File: src/rtl/keypad_reader.sv
// keypad_reader: scans a 4x4 active-low keypad, debounces presses and shifts digits into m/c/d/u.
// Optional feature macro: KEYPAD_BACKSPACE_EN makes 'D' delete the most recent digit.
module keypad_reader #(
  parameter int unsigned SCAN_DIV        = 4,
  parameter int unsigned DEBOUNCE_CYCLES = 4
) (
  input  logic       clock,
  input  logic       reset,
  input  logic [3:0] rows,
  output logic [3:0] cols,
  output logic [3:0] m,
  output logic [3:0] c,
  output logic [3:0] d,
  output logic [3:0] u,
  output logic [3:0] key_code,
  output logic       key_valid,
  output logic       enter
);

  localparam int unsigned CNT_MAX = (SCAN_DIV > DEBOUNCE_CYCLES) ? SCAN_DIV : DEBOUNCE_CYCLES;
  localparam int unsigned CNT_W   = $clog2(CNT_MAX + 1);
  localparam logic [CNT_W-1:0] DWELL_LAST = CNT_W'(SCAN_DIV - 1);
  localparam logic [CNT_W-1:0] DEB_DONE   = CNT_W'(DEBOUNCE_CYCLES);
  localparam logic [CNT_W-1:0] REL_LAST   = CNT_W'(DEBOUNCE_CYCLES - 1);
  localparam logic [3:0] KEY_D    = 4'd13;
  localparam logic [3:0] KEY_STAR = 4'd14;
  localparam logic [3:0] KEY_HASH = 4'd15;

  typedef enum logic [1:0] {S_SCAN, S_DEBOUNCE, S_COMMIT, S_RELEASE} state_e;

  state_e           state_q, state_d;
  logic [CNT_W-1:0] cnt_q, cnt_d;
  logic [1:0]       col_q, col_d;
  logic [3:0]       cols_q;
  logic [3:0]       pat_q, pat_d;
  logic [3:0]       rows_meta_q, rs_q;
  logic [3:0]       m_q, m_d, c_q, c_d, d_q, d_d, u_q, u_d;
  logic [3:0]       key_code_q, key_code_d;
  logic             key_valid_q, key_valid_d;
  logic             enter_q, enter_d;
  logic [3:0]       commit_key;

  function automatic logic one_low(input logic [3:0] r);
    logic [3:0] v;
    v = ~r;
    return (v != 4'd0) && ((v & (v - 4'd1)) == 4'd0);
  endfunction

  function automatic logic [1:0] row_of(input logic [3:0] p);
    case (p)
      4'b1110: return 2'd0;
      4'b1101: return 2'd1;
      4'b1011: return 2'd2;
      default: return 2'd3;
    endcase
  endfunction

  function automatic logic [3:0] key_lookup(input logic [1:0] r, input logic [1:0] ci);
    case ({r, ci})
      4'h0: return 4'd1;
      4'h1: return 4'd2;
      4'h2: return 4'd3;
      4'h3: return 4'd10;
      4'h4: return 4'd4;
      4'h5: return 4'd5;
      4'h6: return 4'd6;
      4'h7: return 4'd11;
      4'h8: return 4'd7;
      4'h9: return 4'd8;
      4'hA: return 4'd9;
      4'hB: return 4'd12;
      4'hC: return KEY_STAR;
      4'hD: return 4'd0;
      4'hE: return KEY_HASH;
      default: return KEY_D;
    endcase
  endfunction

  // The column stays held from capture through release, so col_q identifies the key.
  assign commit_key = key_lookup(row_of(pat_q), col_q);

  always_comb begin
    state_d     = state_q;
    cnt_d       = cnt_q;
    col_d       = col_q;
    pat_d       = pat_q;
    m_d         = m_q;
    c_d         = c_q;
    d_d         = d_q;
    u_d         = u_q;
    key_code_d  = key_code_q;
    key_valid_d = 1'b0;
    enter_d     = 1'b0;

    case (state_q)
      S_SCAN: begin
        if (cnt_q == DWELL_LAST) begin
          cnt_d = '0;
          if (one_low(rs_q)) begin
            pat_d   = rs_q;
            cnt_d   = CNT_W'(1);
            state_d = S_DEBOUNCE;
          end else begin
            col_d = col_q + 2'd1;
          end
        end else begin
          cnt_d = cnt_q + CNT_W'(1);
        end
      end
      S_DEBOUNCE: begin
        if (rs_q != pat_q) begin
          state_d = S_SCAN;
          cnt_d   = '0;
          col_d   = col_q + 2'd1;
        end else if (cnt_q >= DEB_DONE) begin
          state_d = S_COMMIT;
          cnt_d   = '0;
        end else begin
          cnt_d = cnt_q + CNT_W'(1);
        end
      end
      S_COMMIT: begin
        key_valid_d = 1'b1;
        key_code_d  = commit_key;
        state_d     = S_RELEASE;
        cnt_d       = '0;
        if (commit_key <= 4'd9) begin
          m_d = c_q;
          c_d = d_q;
          d_d = u_q;
          u_d = commit_key;
        end else if (commit_key == KEY_STAR) begin
          m_d = 4'd0;
          c_d = 4'd0;
          d_d = 4'd0;
          u_d = 4'd0;
        end else if (commit_key == KEY_HASH) begin
          enter_d = 1'b1;
`ifdef KEYPAD_BACKSPACE_EN
        end else if (commit_key == KEY_D) begin
          u_d = d_q;
          d_d = c_q;
          c_d = m_q;
          m_d = 4'd0;
`endif
        end
      end
      S_RELEASE: begin
        if (rs_q != 4'hF) begin
          cnt_d = '0;
        end else if (cnt_q == REL_LAST) begin
          state_d = S_SCAN;
          cnt_d   = '0;
          col_d   = col_q + 2'd1;
        end else begin
          cnt_d = cnt_q + CNT_W'(1);
        end
      end
      default: begin
        state_d = S_SCAN;
        cnt_d   = '0;
      end
    endcase
  end

  always_ff @(posedge clock or posedge reset) begin
    if (reset) begin
      state_q     <= S_SCAN;
      cnt_q       <= '0;
      col_q       <= 2'd0;
      cols_q      <= 4'b0111;
      pat_q       <= 4'hF;
      rows_meta_q <= 4'hF;
      rs_q        <= 4'hF;
      m_q         <= 4'd0;
      c_q         <= 4'd0;
      d_q         <= 4'd0;
      u_q         <= 4'd0;
      key_code_q  <= 4'd0;
      key_valid_q <= 1'b0;
      enter_q     <= 1'b0;
    end else begin
      state_q     <= state_d;
      cnt_q       <= cnt_d;
      col_q       <= col_d;
      cols_q      <= ~(4'b1000 >> col_d);
      pat_q       <= pat_d;
      rows_meta_q <= rows;
      rs_q        <= rows_meta_q;
      m_q         <= m_d;
      c_q         <= c_d;
      d_q         <= d_d;
      u_q         <= u_d;
      key_code_q  <= key_code_d;
      key_valid_q <= key_valid_d;
      enter_q     <= enter_d;
    end
  end

  assign cols      = cols_q;
  assign m         = m_q;
  assign c         = c_q;
  assign d         = d_q;
  assign u         = u_q;
  assign key_code  = key_code_q;
  assign key_valid = key_valid_q;
  assign enter     = enter_q;

endmodule

File: config.mk
export PLATFORM = sky130hd
export DESIGN_NAME = keypad_reader
export DESIGN_NICKNAME = d
export VERILOG_FILES = /design/src/rtl/keypad_reader.sv
export SDC_FILE = /design/constraint.sdc
export NUM_CORES = 1
export LEC_CHECK = 0
export CAP_MARGIN = 20
export CORE_ASPECT_RATIO = 1.75
export CORE_MARGIN = 5
export CORE_UTILIZATION = 35
export CTS_BUF_LIST = sky130_fd_sc_hd__clkbuf_16
export CTS_CLUSTER_SIZE = 24
export DETAILED_ROUTE_END_ITERATION = 10
export PLACE_DENSITY_LB_ADDON = 0.15
export SKIP_CTS_REPAIR_TIMING = 1
export SLEW_MARGIN = 20
export SYNTH_ARGS = -nofsm -noshare
export SYNTH_HDL_FRONTEND = slang
export SYNTH_SLANG_ARGS = --single-unit
File: constraint.sdc
create_clock -name clock -period 3.7 [get_ports clock]
set_input_delay 0.37 -clock clock [delete_from_list [all_inputs] [get_ports clock]]
set_output_delay 0.37 -clock clock [all_outputs]
set_load 0.02 [all_outputs]
After elaboration in Yosys (flattened, before gate mapping):

Memory sizes are Yosys's and may differ from the RTL's.
Cells that the tools add are included.

* register bits: 45
* output and inout bits: 26
* memories kept: 1
* bits in read-only memories: 64
* input port bits: 6

* add/sub/neg operators: 3
* bitwise operators: 3
* reductions and logical operators: 8
* equal/unequal tests: 16
* shift operators: 1
* muxes and demuxes: 31
* $lt $le $gt $ge: 2

Memory list
* (name not given): words 16, width 4, rd ports 1, clocked after Yosys merged registers in 0, wr ports 0, RTL line 59 `case ({r, ci})`

Operators with widths (count)
* 2-bit 2-to-1 mux: 11
* 4-bit == test (second input constant): 5
* 4-bit 2-to-1 mux: 5
* 3-bit 2-to-1 mux: 5
* 2-bit case mux with 3 select lines: 2
* 3-bit case mux with 4 select lines: 1
* 2-bit inequality test (second input constant): 4
* 4-bit NOT: 2
* 2-bit case mux with 4 select lines: 1
* 1-bit 2-to-1 mux: 6
* 5-bit AND reduction: 1
* 4-bit AND: 1
* 2-bit == test (second input constant): 2
* 4-bit less-or-equal comparator (second input constant): 1
* 4-bit zero test: 1
* 4-bit inequality test: 1
* 4-bit inequality test (second input constant): 1
* 4-bit nonzero test: 1
* 4-bit by 2-bit right shift with 4-bit output (first input constant): 1
* 4-bit by 1-bit subtractor with 4-bit output (second input constant): 1
* 3-bit by 1-bit adder with 3-bit output (second input constant): 1
* 3-bit by 2-bit == test with 1-bit output (second input constant): 1
* 3-bit greater-or-equal comparator (second input constant): 1
* 3-bit inequality test (second input constant): 1
* 7 further kinds: 7

Logic depth before layout (Yosys ltp):

* depth in word-level cells: 10
* mapped depth: 10
* depth with buffers taken out: 8

Least setup slack after synthesis:

Ideal clock, no wire load.

* path kind: register -> register
* from: register col_q[0]
* to: register c_q[2] (netlist: c[2])
* data required time: 3.579 ns
* clock period less this slack: 2.582 ns
* arrival time: 2.461 ns
* path slack: 1.118 ns
* cell stages (with the launch flop): 10
* cells stage by stage: dfrtp_1 > buf_2 > inv_1 > ha_1 > o311ai_0 > a31oi_2 > or3_1 > a21o_1 > buf_6 > a22o_1

* cells in the longest elaborated chain, start to end: 4
* elaborated cells between the ends (all ways): 6

RTL lines
* start: declaration: RTL line 33 `logic [1:0] col_q, col_d;`
* start signal: assignment: RTL line 185 `col_q <= col_d;`
* memory 16 x 4 bit (*)
* 4-bit less-or-equal comparator / 4-bit == test (equally long branches): RTL line 127, 132
* 2-bit nonzero test (no source line)
* 2-bit AND reduction (no source line)
* end signal: assignment: RTL line 176 `c_q <= 4'd0;`
* end signal: assignment: RTL line 191 `c_q <= c_d;`
* end: declaration: RTL line 37 `logic [3:0] m_q, m_d, c_q, c_d, d_q, d_d, u_q, u_d;`

Mark *: on every way between the ends. The rest lies on a longest branch, timed or not.
A chain may end at the register's enable or synchronous reset.

Worst setup path after layout:

* from: register col_q[0]
* to: register m_q[1] (netlist: m[1])

* cells in the longest elaborated chain, start to end: 4
* elaborated cells between the ends (all ways): 6

RTL lines
* memory 16 x 4 bit (*)
* 4-bit less-or-equal comparator / 4-bit == test (equally long branches): RTL line 127, 132
* 2-bit nonzero test (no source line)
* 2-bit AND reduction (no source line)
* end signal: assignment: RTL line 190 `m_q <= m_d;`
* end: declaration: RTL line 37

Marked as above.

==> flow_results.xml <==
<?xml version="1.0" encoding="UTF-8"?>
<metrics>
  <group name="outcome">
    <metric name="run_status" unit="">finished, final reports clean</metric>
  </group>
  <group name="layout">
    <metric name="drive_above_1_share" unit="%">12.9</metric>
    <metric name="most-common-layout-cells" unit="">clkdlybuf4s50_1 (31), dfrtp_1 (30), dfstp_2 (15), nand2_1 (14), a22o_1 (12)</metric>
    <metric name="p_r_area_growth_vs_syn" unit="%">22.7</metric>
    <metric name="design.final.nets" unit="">230</metric>
    <metric name="filler_cell_count" unit="">610</metric>
    <metric name="n_antenna_cell" unit="">0</metric>
    <metric name="mostFrequentLayoutCell" unit="">clkdlybuf4s50_1</metric>
  </group>
  <group name="min_path">
    <metric name="hp-class" unit="">flop to flop</metric>
    <metric name="holdCritStartpoint" unit="">rows_meta_q[0]$_DFF_PP1_</metric>
    <metric name="hold-path-cell-count" unit="">0</metric>
    <metric name="worst_hold_path.endpoint" unit="">rs_q[0]$_DFF_PP1_</metric>
  </group>
  <group name="run">
    <metric name="cap_violations" unit="">0</metric>
  </group>
  <group name="logic_synthesis">
    <metric name="synth.net_count" unit="">201</metric>
    <metric name="synthDominantCellAreaShare" unit="%">35.4</metric>
    <metric name="synth_cells" unit="">188</metric>
    <metric name="netlist-cell-type-count" unit="">49</metric>
    <metric name="synth_area_per_cell" unit="µm²">11.3</metric>
    <metric name="synth_enable_flop_cells" unit="">0</metric>
    <metric name="synth_top_flop_cell" unit="">dfrtp_1</metric>
    <metric name="post_synth_design_cell_area" unit="mm²">0.00212</metric>
    <metric name="cell_accounting_for_the_most_synthesized_area" unit="">dfrtp_1</metric>
    <metric name="synth_area_leaders" unit="">dfrtp_1 (35%), dfstp_2 (19%), a22o_1 (5.0%), ha_1 (4.1%), nand2_1 (2.5%)</metric>
    <metric name="seq_area_frac_synth" unit="%">54.0</metric>
    <metric name="synth-async-reset-ratio" unit="%">100</metric>
    <metric name="ys_warn_count" unit="">0</metric>
    <metric name="ys_ff_latch" unit="">45</metric>
  </group>
  <group name="worst_setup_path">
    <metric name="biggest_fanout_along_the_worst_timing_path" unit="">14</metric>
    <metric name="delay_of_the_slowest_cell_on_the_worst_path" unit="ns">0.57</metric>
    <metric name="ff2ff_path_depth" unit="">7</metric>
    <metric name="rrSetupSlack" unit="ns">0.74</metric>
    <metric name="critical_path.cell_chain" unit="">inv_1 &gt; ha_1 &gt; o311ai_0 &gt; a31oi_2 &gt; or3_1 &gt; a21o_1 &gt; a22o_1</metric>
    <metric name="worst_r2r_endpoint" unit="">m[1]$_DFFE_PP0P_</metric>
    <metric name="criticalPathCategory" unit="">flop to flop</metric>
    <metric name="worstPathRequired" unit="ns">3.87</metric>
    <metric name="critical_path.startpoint_type" unit="">flop</metric>
    <metric name="cp-end-kind" unit="">flop</metric>
    <metric name="worstReg2RegStart" unit="">col_q[0]$_DFF_PP0_</metric>
    <metric name="cell_with_the_biggest_individual_delay_on_the_critical_path" unit="">dfrtp_1</metric>
    <metric name="cp.arrival" unit="ns">3.12</metric>
  </group>
  <group name="clock_tree">
    <metric name="numClockSinks" unit="">45</metric>
    <metric name="cts_tree" unit="">done</metric>
    <metric name="cts-root-buf" unit="">clkbuf_16</metric>
    <metric name="clk_path_buf_depth" unit="">2</metric>
    <metric name="clk_latency" unit="ns">0.28</metric>
    <metric name="cts_buffers" unit="">5</metric>
    <metric name="cts.clk_slew.worst_paths" unit="ns">0.06</metric>
    <metric name="cts_max_level" unit="">2</metric>
  </group>
  <group name="sta">
    <metric name="worst-slew-pin-transition" unit="ns">0.723</metric>
    <metric name="final.period_utilization" unit="%">79.9</metric>
    <metric name="fin_crit" unit="ns">2.96</metric>
    <metric name="setup-tns-final" unit="ns">0</metric>
    <metric name="grt_setup_unrepaired" unit="">false</metric>
    <metric name="fmax" unit="GHz">0.338</metric>
    <metric name="final.setup.worst_slack" unit="ns">0.743</metric>
    <metric name="final_hold_viols" unit="">0</metric>
    <metric name="fin_worst_skew" unit="ns">0.00378</metric>
    <metric name="final-max-slew-violation-count" unit="">0</metric>
    <metric name="setup-violations-final" unit="">0</metric>
    <metric name="slew_headroom" unit="%">51.5</metric>
    <metric name="fin_hold_ws" unit="ns">0.355</metric>
  </group>
  <group name="pwr">
    <metric name="vdd.ir_drop.worst" unit="V">0.000291</metric>
    <metric name="cellLeakagePower" unit="nW">1.09</metric>
    <metric name="cellPowerDensity" unit="mW/mm²">696</metric>
  </group>
  <group name="floorplan">
    <metric name="chipWidth" unit="µm">68.8</metric>
    <metric name="die_area" unit="mm²">0.00777</metric>
    <metric name="pin_count" unit="">32</metric>
    <metric name="initial_utilization" unit="%">36.0</metric>
    <metric name="fp.dieH" unit="µm">113</metric>
    <metric name="core_area" unit="mm²">0.00588</metric>
    <metric name="fp-row-count" unit="">37</metric>
  </group>
  <group name="routing">
    <metric name="routed_wire_length_per_instance" unit="µm">14.0</metric>
    <metric name="vias_per_cell" unit="">5.04</metric>
    <metric name="postRouteWirelength" unit="µm">4140</metric>
    <metric name="count_of_routing_violations_after_the_opening_detailed_route_iteration" unit="">31</metric>
    <metric name="dr.pass1.iters" unit="">4</metric>
    <metric name="post-route-drc-count" unit="">0</metric>
    <metric name="postRouteAntennaNets" unit="">0</metric>
    <metric name="vias" unit="">1488</metric>
  </group>
  <group name="placed_design">
    <metric name="pre_cts_ws" unit="ns">0.729</metric>
    <metric name="dp_hpwl" unit="µm">3030</metric>
    <metric name="gp_congestion" unit="">0.778</metric>
    <metric name="numPortBuffers" unit="">31</metric>
  </group>
  <group name="grt">
    <metric name="number_of_antenna_violations_at_the_first_check_in_global_routing" unit="">0</metric>
    <metric name="grt_pass1_wl" unit="µm">6990</metric>
    <metric name="grt_start_max_net_pins" unit="">46</metric>
    <metric name="grt_pass1_vias" unit="">1467</metric>
    <metric name="gr-total-overflow" unit="">0</metric>
    <metric name="grt.total_usage" unit="%">11.8</metric>
  </group>
</metrics>
-- cells by family (layout without fill, tap and decap cells) --
| logic type | after synthesis | after routing | synth area share [%] |
|---|---|---|---|
| adder cells (fa/ha/maj) | 8 | 8 | 4.67 |
| multiplexers | 7 | 7 | 3.60 |
| buffers and inverters | 21 | 50 | 5.14 |
| flip-flops | 45 | 45 | 54.0 |
| AO/OA/AOI/OAI | 52 | 52 | 18.0 |
| XOR/XNOR | 6 | 6 | 2.48 |
| AND/OR/NAND/NOR | 49 | 49 | 12.0 |
-- cell type report --
class	instances	area, µm²	area share [%]
clock inverter	2	7.51	0.289
multi-input combinational	122	865	33.3
timing repair buffer	32	318	12.2
tap	78	97.6	3.76
clock buffer	5	125	4.81
sequential	45	1140	44.1
inverter	11	41.3	1.59
-- where the power goes --
group | leakage, nW | internal, mW | switching, mW
logic | 0.457 | 0.296 | 0.340
clock network | 0.0685 | 0.241 | 0.165
registers | 0.565 | 0.618 | 0.148
-- worst max-delay path: cells and delay by family (launching register included) --
kind	cells	cell delay, ns
compound gates	4	1.27
flops	1	0.57
fa+ha+maj	1	0.40
simple gates	1	0.40
buf+inv	1	0.20
-- state kept, by name, summed over array words and instances, names as in the netlist, named ones only --
name	count
rs_q	4
c	4
col_q	2
cols	4
cnt_q	3
enter	1
u	4
d	4
key_valid	1
m	4
state_q	1
rows_meta_q	4
key_code	4
pat_q	4
-- routing by layer --
metal	GRT usage [%]	wire (µm)
met1	12.5	1580
met2	21.3	2270
met3	2.58	194
met4	5.47	91
met5	0	0
-- synth_stat cells, drive strengths merged, types with 4 or more instances --
library cell   n
ha             7
dfrtp         30
inv           11
nand2b         5
a21oi         10
mux2           5
a22o          12
a31oi          4
dfstp         15
xnor2          4
nand2         14
o21ai         10
buf            7
nor2          11
-- per-stage QoR --
stage / utilization [%] / std cells / instance area [µm²] / total power, mW
3_5_place_dp: 41.9 / 288 / 2470 / 1.42
3_3_place_gp: 41.9 / 288 / 2470 / 1.42
4_1_cts: 44.2 / 295 / 2600 / 1.84
2_1_floorplan: - / 188 / 2120 / 1.24
6_report: 44.2 / 295 / 2600 / 1.81
5_1_grt: 44.2 / 295 / 2600 / 1.94
-- worst max path at each step --
| stage | depth (start not counted) | slack, ns | endpoint | start |
|---|---|---|---|---|
| 6_report | 7 | 0.74 | m[1]$_DFFE_PP0P_ | col_q[0]$_DFF_PP0_ |
| 5_1_grt | 7 | 0.52 | c[0]$_DFFE_PP0P_ | col_q[0]$_DFF_PP0_ |
| 4_1_cts | 7 | 0.72 | m[1]$_DFFE_PP0P_ | col_q[0]$_DFF_PP0_ |
| 3_5_place_dp | 7 | 0.73 | m[1]$_DFFE_PP0P_ | col_q[0]$_DFF_PP0_ |
| 3_3_place_gp | 7 | 0.79 | c[1]$_DFFE_PP0P_ | col_q[0]$_DFF_PP0_ |
| 2_1_floorplan | 9 | 1.12 | c[2]$_DFFE_PP0P_ | col_q[0]$_DFF_PP0_ |
Power figures use the tool's default switching activity.
